==> src/rtl/srt4_div_ctrl.sv <==
// Sequencing FSM for the radix-4 SRT divider datapath.
// Drives operand/remainder/quotient load enables, iteration count and sign fix-up.
module srt4_div_ctrl #(
  parameter int ITER  = 13,
  parameter int CNT_W = 4
) (
  input  logic             clk,
  input  logic             resetn,
  input  logic             start,
  input  logic             abort,
  input  logic             divisor_zero,
  input  logic             rem_neg,
  output logic             load_op,
  output logic             load_rem,
  output logic             load_q,
  output logic             correct_en,
  output logic             busy,
  output logic             done,
  output logic             div_by_zero,
  output logic [CNT_W-1:0] iter_cnt
);

  typedef enum logic [2:0] {
    S_IDLE = 3'd0,
    S_LOAD = 3'd1,
    S_ITER = 3'd2,
    S_CORR = 3'd3,
    S_DONE = 3'd4
  } state_t;

  localparam logic [CNT_W-1:0] LAST = CNT_W'(ITER - 1);
  localparam logic [CNT_W-1:0] ZERO = '0;
  localparam logic [CNT_W-1:0] ONE  = CNT_W'(1);

  state_t           r_state;
  state_t           w_state_nxt;
  logic [CNT_W-1:0] r_cnt;
  logic [CNT_W-1:0] w_cnt_nxt;
  logic             r_dbz;
  logic             w_dbz_nxt;
  logic             w_active;

  assign w_active = (r_state != S_IDLE);

  always_ff @(posedge clk) begin
    if (!resetn) begin
      r_state <= S_IDLE;
      r_cnt   <= ZERO;
      r_dbz   <= 1'b0;
    end else begin
      r_state <= w_state_nxt;
      r_cnt   <= w_cnt_nxt;
      r_dbz   <= w_dbz_nxt;
    end
  end

  // abort outranks every other transition once an operation is in flight
  always_comb begin
    w_state_nxt = r_state;
    w_cnt_nxt   = r_cnt;
    w_dbz_nxt   = r_dbz;
    if (abort && w_active) begin
      w_state_nxt = S_IDLE;
      w_cnt_nxt   = ZERO;
    end else begin
      unique case (r_state)
        S_IDLE: begin
          w_cnt_nxt = ZERO;
          if (start && !abort) begin
            w_state_nxt = S_LOAD;
            w_dbz_nxt   = 1'b0;
          end
        end
        S_LOAD: begin
          w_cnt_nxt = ZERO;
          if (divisor_zero) begin
            w_state_nxt = S_DONE;
            w_dbz_nxt   = 1'b1;
          end else begin
            w_state_nxt = S_ITER;
          end
        end
        S_ITER: begin
          if (r_cnt >= LAST) begin
            w_state_nxt = S_CORR;
            w_cnt_nxt   = LAST;
          end else begin
            w_cnt_nxt = r_cnt + ONE;
          end
        end
        S_CORR: begin
          w_state_nxt = S_DONE;
        end
        S_DONE: begin
          w_state_nxt = S_IDLE;
          w_cnt_nxt   = ZERO;
        end
        default: begin
          w_state_nxt = S_IDLE;
          w_cnt_nxt   = ZERO;
        end
      endcase
    end
  end

  // Moore decode; only the fix-up step looks at the live remainder sign
  always_comb begin
    load_op    = 1'b0;
    load_rem   = 1'b0;
    load_q     = 1'b0;
    correct_en = 1'b0;
    busy       = 1'b0;
    done       = 1'b0;
    unique case (r_state)
      S_IDLE: begin
        busy = 1'b0;
      end
      S_LOAD: begin
        busy     = 1'b1;
        load_op  = 1'b1;
        load_rem = 1'b1;
        load_q   = 1'b1;
      end
      S_ITER: begin
        busy     = 1'b1;
        load_rem = 1'b1;
        load_q   = 1'b1;
      end
      S_CORR: begin
        busy       = 1'b1;
        correct_en = rem_neg;
        load_rem   = rem_neg;
        load_q     = rem_neg;
      end
      S_DONE: begin
        busy = 1'b1;
        done = 1'b1;
      end
      default: begin
        busy = 1'b1;
      end
    endcase
  end

  assign div_by_zero = r_dbz;
  assign iter_cnt    = r_cnt;

endmodule
==> config.mk <==
export PLATFORM = sky130hd
export DESIGN_NAME = srt4_div_ctrl
export DESIGN_NICKNAME = d
export VERILOG_FILES = /design/src/rtl/srt4_div_ctrl.sv
export SDC_FILE = /design/constraint.sdc
export NUM_CORES = 1
export LEC_CHECK = 0
export BUFFER_PORTS_ARGS = -buffer_cell sky130_fd_sc_hd__buf_2
export CORE_AREA = 2 2 39 41
export DETAILED_ROUTE_END_ITERATION = 6
export DIE_AREA = 0 0 41 43
export GPL_ROUTABILITY_DRIVEN = 0
export HOLD_SLACK_MARGIN = 0.02
export MAX_ROUTING_LAYER = met4
export PLACE_DENSITY_LB_ADDON = 0.1
export SYNTH_ARGS = -nofsm -noshare
export SYNTH_HDL_FRONTEND = slang
export SYNTH_SLANG_ARGS = --single-unit
==> constraint.sdc <==
create_clock -name clk -period 1.1 [get_ports clk]
set_input_delay 0.22 -clock clk [delete_from_list [all_inputs] [get_ports clk]]
set_output_delay 0.22 -clock clk [all_outputs]
set_load 0.05 [all_outputs]
==> flow_metrics.py <==
metrics = {
    "yosys": {
        "ys_async_sr_fraction_pct": 0,
        "ys.flop_type": "dfxtp_1",
        "synth_cell_types": 24,
        "synth_seq_area_share_pct": 40.5,
        "syn-num-nets": 55,
        "yosys.area.top_type": "dfxtp_1",
        "synth_edf_count": 0,
        "synth-compound-area-share_pct": 14.6,
        "synth_fa_ha_area_share_pct": 3.16,
        "synth.area.mux_share_pct": 0,
        "synth_cells": 48,
        "synth-seq-cells": 8,
        "synth.cell_area_um2": 395,
        "synth_area_leaders": "dfxtp_1, nor3_1, a21oi_1",
        "ys_warn_count": 0,
        "yosys.area.top_type_share_pct": 40.5,
        "synth_simple_gate_area_share_pct": 33.9,
        "synth_xor_area_share_pct": 0,
        "avgSynthCellArea_um2": 8.24,
        "synth_top_family_by_area": "simple AND/OR/NAND/NOR gates",
    },
    "die": {
        "dieArea_um2": 1760,
        "io_pins": 17,
        "core_area_um2": 1380,
        "rows": 14,
        "start_util_pct": 28.6,
        "fp.dieW_um": 41,
        "die_h_um": 43,
    },
    "global_route": {
        "grt_pass1_wl_um": 1610,
        "grt_use_total_pct": 13.7,
        "grt_pass1_vias": 390,
        "antenna_found_initial": 0,
        "met2_usage_pct": 19.7,
        "grt_start_max_net_pins": 9,
        "use_met1_pct": 16.9,
        "met3_usage_pct": 3.14,
        "top_usage_layer": "met2",
        "grt-ovfl-total": 0,
    },
    "clock_network": {
        "htree_levels": 1,
        "cts_root_buf": "clkbuf_4",
        "cts_hold_buf": 0,
        "clock-sinks": 8,
        "cts_buffers": 3,
        "postCtsSetupRepairBufs": 0,
        "tritoncts": "built",
        "clock_latency_ns": 0.25,
        "cts_buffer_depth": 2,
        "clkTransAtPathRegs_ns": 0.05,
    },
    "min_path": {
        "hold_start": "resetn",
        "hp-class": "primary input to flop",
        "hold_end": "div_by_zero",
        "hold_depth": 2,
    },
    "routing": {
        "first_iter_violations": 7,
        "dr.pass1.iters": 4,
        "via_per_inst": 4.99,
        "dr_total_vias": 434,
        "wl_per_cell_um": 11.4,
        "postRouteAntennaNets": 0,
        "drc": 0,
        "wirelength_um": 994,
    },
    "timing": {
        "relSlewSlack_pct": 84.2,
        "min_period_ns": 1.37,
        "drv_slew": 0,
        "fmax_mhz": 728,
        "rsz0062_at_grt": "true",
        "finalCritPeriodShare_pct": 125,
        "clock_skew_ns": 0.00450,
        "worst_slew_pin_slew_ns": 0.235,
        "setup_viol": 6,
        "hold_violations": 0,
        "setup_ws_ns": -0.273,
    },
    "worst_setup_path": {
        "rrSetupSlack_ns": 0.05,
        "critical_path.max_stage_delay_ns": 0.38,
        "path_cells": "or3_4 -> buf_6",
        "start_kind": "flop",
        "crit_slowest_cell": "or3_4",
        "crit_type": "flop to output port",
        "r2r-start": "r_state[1]",
        "cp.arrival_ns": 1.15,
        "end_kind": "output port",
        "crit_fanout": 6,
        "rr_worst_depth": 4,
        "required_ns": 0.88,
        "reg2reg_to": "div_by_zero",
    },
    "power": {
        "clkPwrFrac_pct": 35.2,
        "p_comb_share_pct": 18.4,
        "ir_drop_v": 0.000478,
        "p_switching_uw": 169,
        "p_leak_uw": 0.000288,
        "power_frac_seq_pct": 46.3,
        "p_int_uw": 455,
        "p_sw_share_pct": 27.1,
        "p_per_area_nw_per_um2": 901,
    },
    "placement": {
        "postPlaceCellArea_um2": 584,
        "dp_hpwl_um": 743,
        "port_buffers": 16,
    },
    "outcome": {
        "violations": "negative setup slack",
        "status": "complete, but fails checks",
    },
    "layout": {
        "fillers": 136,
        "final_util_pct": 50.1,
        "layout-drive-gt1-share_pct": 60.6,
        "areaGrowthSynthToFinish_pct": 75.3,
        "diodes": 0,
        "design_area_um2": 693,
        "final_nets": 80,
    },
    "run": {
        "max_cap_viol_count": 0,
    },
}
synth_stat cells, types with 2 or more instances:
master	instances
nor2_1	5
inv_1	2
nor3_1	6
dfxtp_1	8
a21oi_1	4
nand2_1	4
nand3_1	2
cells by family (layout without fill, tap and decap cells):
group,after synthesis,after routing
adder cells (fa/ha/maj),1,1
AND/OR/NAND/NOR,25,25
flip-flops,8,8
buffers and inverters,5,28
AO/OA/AOI/OAI,9,9
stage by stage:
step           power, uW  hold WS [ns]  worst slack (ns)  cells  TNS, ns
2_1_floorplan        371         0.366            -0.345     48    -1.19
3_3_place_gp         399         0.480           -0.0568     84   -0.178
3_5_place_dp         399         0.483           -0.0560     84   -0.232
4_1_cts              632         0.245            -0.285     87    -1.36
5_1_grt              667         0.240            -0.314     87    -1.66
6_report             624         0.251            -0.273     87    -1.34
state kept, by name, summed over array words and instances, names as in the netlist:
| register | flops |
|---|---|
| div_by_zero | 1 |
| r_state | 3 |
| iter_cnt | 4 |
metal layers:
layer	part of all wire [%]	routed length (um)	vias up
met3	3.8	38	2
met4	0.80	8	0
met1	45	451	201
li1	-	-	218
met5	0	0	-
met2	50	496	13
power by group through the flow:
| stage | Combinational, uW | Sequential, uW | Clock, uW |
|---|---|---|---|
| 6_report | 115 | 289 | 220 |
| 5_1_grt | 123 | 289 | 255 |
| 4_1_cts | 113 | 289 | 230 |
| 3_5_place_dp | 97.6 | 301 | 0 |
| 3_3_place_gp | 98.5 | 301 | 0 |
| 2_1_floorplan | 71.9 | 299 | 0 |
how the worst max path moves through the flow:
| stage | start | endpoint | slack [ns] | depth (start not counted) |
|---|---|---|---|---|
| 6_report | r_state[1] | busy | -0.27 | 2 |
| 5_1_grt | r_state[1] | busy | -0.31 | 2 |
| 4_1_cts | r_state[1] | busy | -0.28 | 2 |
| 3_5_place_dp | r_state[1] | load_q | -0.06 | 4 |
| 3_3_place_gp | r_state[0] | busy | -0.06 | 2 |
| 2_1_floorplan | r_state[0] | load_rem | -0.34 | 4 |
layout make-up:
cell class,instances,area [um^2],share of cell area (%)
Clock buffer,3,22.5,3.25
Tap cell,16,20.0,2.89
Multi-Input combinational cell,35,263,37.9
Inverter,2,15.0,2.17
Timing Repair Buffer,23,191,27.6
Sequential cell,8,181,26.2
placed cells by master (no fill, tap or decap), drive strengths merged:
cell,Yosys,layout
a211oi,1,1
inv,2,2
buf,3,21
o21ai,1,1
ha,1,1
a31oi,1,1
nor2b,1,1
nor4bb,1,1
and3,1,1
nand2,4,4
nand3,3,3
and2,1,1
or3,1,1
clkbuf,0,5
a41o,1,1
nor3b,1,1
dfxtp,8,8
a41oi,1,1
a21oi,4,4
nor2,6,6
nor3,6,6
critical path, delay by kind of cell (launching register included):
kind | cells | cell delay (ns)
and+or+nand+nor | 1 | 0.38
DFF | 1 | 0.36
buffers and inverters | 1 | 0.16
timing repair:
| item | CTS | global route |
|---|---|---|
| pin swaps | 4 | 0 |
| gates resized for setup | 23 | 4 |
| gates cloned | 0 | 0 |
| endpoints found under the setup margin | 8 | 9 |
(Power assumes the default switching activity.)
